--- src/rtl/col_pack_if.sv ---
// Stream bus for col_pack: raster-order pixel input and column-order output.
// The master drives pixels and clear; the slave returns packed 2-row columns.
interface col_pack_if #(
  parameter int DATA_WIDTH = 16,
  parameter int N_MATS     = 10,
  parameter int MAT_W      = 2
);
  localparam int CW = (MAT_W > 1) ? $clog2(MAT_W) : 1;

  logic                                    clear;
  logic                                    valid_in;
  logic [N_MATS-1:0][DATA_WIDTH-1:0]       pixel;
  logic [N_MATS-1:0][1:0][DATA_WIDTH-1:0]  column;
  logic                                    valid_out;
  logic [CW-1:0]                           col_idx;
  logic                                    frame_done;

  modport master (
    output clear, valid_in, pixel,
    input  column, valid_out, col_idx, frame_done
  );

  modport slave (
    input  clear, valid_in, pixel,
    output column, valid_out, col_idx, frame_done
  );
endinterface

--- src/rtl/col_pack.sv ---
// Raster-to-column packer: buffers row 0 of every map, then pairs each row-1
// pixel with its buffered row-0 partner and emits the 2-element column.
module col_pack_lane #(
  parameter int DW    = 16,
  parameter int MAT_W = 2,
  parameter int CW    = 1
) (
  input  logic                clk,
  input  logic                rst,
  input  logic                wr_en,
  input  logic                emit,
  input  logic [CW-1:0]       idx,
  input  logic [DW-1:0]       pixel,
  output logic [1:0][DW-1:0]  column
);
  // Depth padded to 2 so a 1-bit index always covers the array when MAT_W=1.
  localparam int LB = (MAT_W < 2) ? 2 : MAT_W;

  logic [LB-1:0][DW-1:0] linebuf;

  always_ff @(posedge clk or negedge rst) begin
    if (!rst) begin
      linebuf <= '0;
      column  <= '0;
    end else begin
      if (wr_en) linebuf[idx] <= pixel;
      if (emit) begin
        column[0] <= linebuf[idx];
        column[1] <= pixel;
      end
    end
  end
endmodule

module col_pack #(
  parameter int DATA_WIDTH = 16,
  parameter int N_MATS     = 10,
  parameter int MAT_W      = 2
) (
  input  logic        clk,
  input  logic        rst,
  col_pack_if.slave   bus
);
  localparam int            CW   = (MAT_W > 1) ? $clog2(MAT_W) : 1;
  localparam logic [CW-1:0] LAST = CW'(MAT_W - 1);

  typedef enum logic { FILL = 1'b0, EMIT = 1'b1 } state_t;

  state_t        state, state_nxt;
  logic [CW-1:0] col_cnt, cnt_nxt;
  logic          wr_en, emit, last;
  logic [1:0]    vld_pipe;

  assign last = (col_cnt == LAST);

  always_ff @(posedge clk or negedge rst) begin
    if (!rst) begin
      state   <= FILL;
      col_cnt <= '0;
    end else begin
      state   <= state_nxt;
      col_cnt <= cnt_nxt;
    end
  end

  // clear outranks valid_in; the pixel offered alongside it is dropped.
  always_comb begin
    state_nxt = state;
    cnt_nxt   = col_cnt;
    wr_en     = 1'b0;
    emit      = 1'b0;
    if (bus.clear) begin
      state_nxt = FILL;
      cnt_nxt   = '0;
    end else if (bus.valid_in) begin
      cnt_nxt = last ? '0 : col_cnt + CW'(1);
      case (state)
        FILL: begin
          wr_en = 1'b1;
          if (last) state_nxt = EMIT;
        end
        EMIT: begin
          emit = 1'b1;
          if (last) state_nxt = FILL;
        end
        default: state_nxt = FILL;
      endcase
    end
  end

  assign vld_pipe[0] = emit;

  always_ff @(posedge clk or negedge rst) begin
    if (!rst) begin
      vld_pipe[1]    <= 1'b0;
      bus.frame_done <= 1'b0;
      bus.col_idx    <= '0;
    end else begin
      vld_pipe[1]    <= vld_pipe[0];
      bus.frame_done <= emit & last;
      if (emit) bus.col_idx <= col_cnt;
    end
  end

  assign bus.valid_out = vld_pipe[1];

  logic [N_MATS-1:0][1:0][DATA_WIDTH-1:0] col_w;

  for (genvar g = 0; g < N_MATS; g++) begin : g_lane
    col_pack_lane #(.DW(DATA_WIDTH), .MAT_W(MAT_W), .CW(CW)) u_lane (
      .clk    (clk),
      .rst    (rst),
      .wr_en  (wr_en),
      .emit   (emit),
      .idx    (col_cnt),
      .pixel  (bus.pixel[g]),
      .column (col_w[g])
    );
  end

  assign bus.column = col_w;
endmodule
--- src/flat_wrapper.sv ---
// flat-port wrapper written by rule: the top's interface ports become plain ports
module col_pack_flat 
#(
  parameter int DATA_WIDTH = 16,
  parameter int N_MATS     = 10,
  parameter int MAT_W      = 2
)
  (clk, rst, bus_clear, bus_valid_in, bus_pixel, bus_column, bus_valid_out, bus_col_idx, bus_frame_done);
  col_pack_if #(.DATA_WIDTH(DATA_WIDTH), .N_MATS(N_MATS), .MAT_W(MAT_W)) bus_i ();
  input  logic clk;
  input  logic rst;
  input wire logic [$bits(bus_i.clear)-1:0] bus_clear;
  input wire logic [$bits(bus_i.valid_in)-1:0] bus_valid_in;
  input wire logic [$bits(bus_i.pixel)-1:0] bus_pixel;
  output wire logic [$bits(bus_i.column)-1:0] bus_column;
  output wire logic [$bits(bus_i.valid_out)-1:0] bus_valid_out;
  output wire logic [$bits(bus_i.col_idx)-1:0] bus_col_idx;
  output wire logic [$bits(bus_i.frame_done)-1:0] bus_frame_done;
  assign bus_i.clear = bus_clear;
  assign bus_i.valid_in = bus_valid_in;
  assign bus_i.pixel = bus_pixel;
  assign bus_column = bus_i.column;
  assign bus_valid_out = bus_i.valid_out;
  assign bus_col_idx = bus_i.col_idx;
  assign bus_frame_done = bus_i.frame_done;
  col_pack #(.DATA_WIDTH(DATA_WIDTH), .N_MATS(N_MATS), .MAT_W(MAT_W)) u_core (.clk(clk), .rst(rst), .bus(bus_i));
endmodule
--- config.mk ---
export PLATFORM = sky130hd
export DESIGN_NAME = col_pack_flat
export DESIGN_NICKNAME = d
export VERILOG_FILES = /design/src/rtl/col_pack_if.sv /design/src/rtl/col_pack.sv /design/src/flat_wrapper.sv
export SDC_FILE = /design/constraint.sdc
export NUM_CORES = 1
export LEC_CHECK = 0
export CAP_MARGIN = 20
export CELL_PAD_IN_SITES_DETAIL_PLACEMENT = 0
export CELL_PAD_IN_SITES_GLOBAL_PLACEMENT = 1
export CORE_UTILIZATION = 43
export DETAILED_ROUTE_END_ITERATION = 12
export GPL_ROUTABILITY_DRIVEN = 0
export PLACE_DENSITY_LB_ADDON = 0.1
export SLEW_MARGIN = 0
export SYNTH_ARGS = -nofsm -noshare
export SYNTH_HDL_FRONTEND = slang
export SYNTH_SLANG_ARGS = --single-unit
--- constraint.sdc ---
create_clock -name clk -period 1.95 [get_ports clk]
set_input_delay 0.2925 -clock clk [delete_from_list [all_inputs] [get_ports clk]]
set_output_delay 0.2925 -clock clk [all_outputs]
set_load 0.1 [all_outputs]
==> impl_results.md <==
* H-tree lvl count at 3
* DR vias at 14826
* Initial DRT Pass Iterations at 4
* Area of the multi-input gates at 9110 µm²
* Routed Antenna Nets at 0
* Final hold slack at 0.182 ns
* Most frequent cells in the layout: mux2_2, dfrtp_1, buf_4
* Design area at 33900 µm²
* Least-Margin Pin Slew at 0.616 ns
* CP startpoint: u_core.col_cnt$_DFFE_PN0P_
* Die X at 247 µm
* Placed Area at 31500 µm²
* Worst hold path type: input port to async pin
* Slew Limit Fails at 0
* Root buffer cell: clkbuf_16
* Synth Instances at 1545
* I/O pins at 487
* Status: finished, final reports clean
* Core area at 59000 µm²
* CTS Sinks at 645
* Setup CP Type: register to register
* Count of final hold-check violations at 0
* Req. time, crit path at 2.42 ns
* Worst path slowest cell: dfrtp_4
* Reg2Reg Depth at 3
* Share of layout cells above drive strength 1 at 56.5%
* Via density per instance at 5.06
* Post-synth EDFFs at 0
* Wirelength per Cell at 20.8 µm
* Nets at 2262
* Clk_skew at 0.0124 ns
* Cell mode on critical path: mux2_2
* Sequential cell area at 16100 µm²
* Leading cell type in the layout, fill and taps excluded: mux2_2
* WP depth at 3
* Seq cells post-synth at 645
* Synth unique cells at 16
* # setup viols final at 0
* Async SR Flop Fraction at 100%
* Syn Std Cell Area at 25700 µm²
* Vias in the first global route at 15958
* Crit start category: register
* Worst path bufs/invs at 1
* Clock latency on the worst-skew pair at 0.60 ns
* Syn avg cell area at 16.6 µm²
* Post-Syn Nets at 1709
* Final period utilization at 92.7%
* MaxCap Viol Count at 0
* GR Util All Layers at 20.4%
* Crit path capture type: register
* Pin count of the biggest net entering global routing at 93
* Num CTS Buffers at 72
* Die area at 60800 µm²
* Ys Warns at 0
* GR Overflow Total at 0
* Final Core Density at 57.4%
* Reg2Reg Launch Point: u_core.col_cnt$_DFFE_PN0P_
* Drt total wl at 61000 µm
* Die span in y at 247 µm
* Synthesis-to-layout area growth at 31.7%
* Rows at 89
* CP max stage delay at 0.47 ns
* Clk slew on worst S/H paths at 0.06 ns
* Initial Util at 43.6%
* Max Buffers Root-to-Sink at 3
* Fillers at 4757
* Initial antenna violation count at 2
* DP HPWL at 42700 µm
* Minimum clock period at 1.81 ns
* Max FO, Critical Path at 88
* Seq/Total Area, Yosys at 62.8%
* Resize count post-CTS at 0
* Crit path arrival time at 2.28 ns
* TritonCTS clock tree: done
* F_max at 553 MHz
* Worst slew margin at 58.9%
* Synth Flop Type: dfrtp_1
* CP Cell Sequence: buf_12 > mux2_2 > mux2_2
* CP top delay family: multiplexers
* RSZ-0062 raised after global routing: false
* First-pass GRT wire length at 95600 µm
* Drt drc at 0
* DRT iter0 DRCs at 439
* Port bufs at 486
[area by class of cell]
type	instances	share of cell area, %
Sequential cell	645	47.7
Multi-Input combinational cell	810	26.9
Timing Repair Buffer	568	15.4
Clock buffer	116	6.40
Tap cell	773	2.86
Clock inverter	15	0.669
Inverter	1	0.0333
Antenna cell	1	0.00739
[kinds of logic (layout without fill, tap and decap cells)]
logic type / after synthesis / in the layout / share of synthesized area, %
multiplexers: 801 / 801 / 35.1
flip-flops: 645 / 645 / 62.8
buffers and inverters: 90 / 700 / 1.80
AND/OR/NAND/NOR: 6 / 6 / 0.238
AO/OA/AOI/OAI: 2 / 2 / 0.0584
XOR/XNOR: 1 / 1 / 0.0341
other: 0 / 1 / 0
[timing repair]
item / CTS / global route
hold buffers: 1 / 0
buffers inserted: 0 / 0
hold endpoints to repair: 191 / 0
[worst register-to-register path: cells and delay by family, from the launching register on]
| kind | cells | cell delay [ns] |
|---|---|---|
| buffers and inverters | 1 | 0.41 |
| DFF | 1 | 0.47 |
| muxes | 2 | 0.80 |
[synthesized netlist by cell type, types with 2 or more instances]
library cell    n  area [µm²]
buf_1          10        37.5
buf_2          66         330
buf_4          11        82.6
clkbuf_1        2        7.51
dfrtp_1       645       16100
mux2_1        100        1130
mux2_2        701        7890
nand3b_1        2        15.0
[routing by layer]
metal / wire [µm] / track usage (%)
met4: 1170 / 5.83
met2: 29200 / 32.8
met3: 3680 / 5.26
met5: 13 / 0
met1: 26900 / 27.3
[worst paths after layout]
path	endpoint	slack (ns)
setup / recovery	u_core.g_lane[5].u_lane.column[9]$_DFFE_PN0P_	0.14
hold / removal	u_core.g_lane[7].u_lane.column[5]$_DFFE_PN0P_	0.18
setup reg to reg	u_core.g_lane[5].u_lane.column[9]$_DFFE_PN0P_	0.14
hold reg to reg	u_core.g_lane[7].u_lane.linebuf[5]$_DFFE_PN0P_	0.48
max in group asynchronous	u_core.g_lane[5].u_lane.column[20]$_DFFE_PN0P_	0.95
min in group clk	u_core.g_lane[9].u_lane.linebuf[7]$_DFFE_PN0P_	0.36
[sequential cells by signal (all words and copies together), names as in the netlist]
register / cells
u_core.g_lane.u_lane.linebuf: 320
u_core.bus.valid_out: 1
u_core.state: 1
u_core.col_cnt: 1
u_core.g_lane.u_lane.column: 320
u_core.bus.col_idx: 1
u_core.bus.frame_done: 1
[metrics by stage]
step	setup TNS, ns	worst slack (ns)	cells
2_1_floorplan	0	0.232	1545
3_5_place_dp	-92.52	-0.209	2796
3_3_place_gp	-72.38	-0.179	2796
4_1_cts	0	0.115	2928
6_report	0	0.142	2929
5_1_grt	0	0.0567	2929
Power is not shown: default switching activity piles up to over one toggle a cycle in this logic, so the estimate is an artifact.
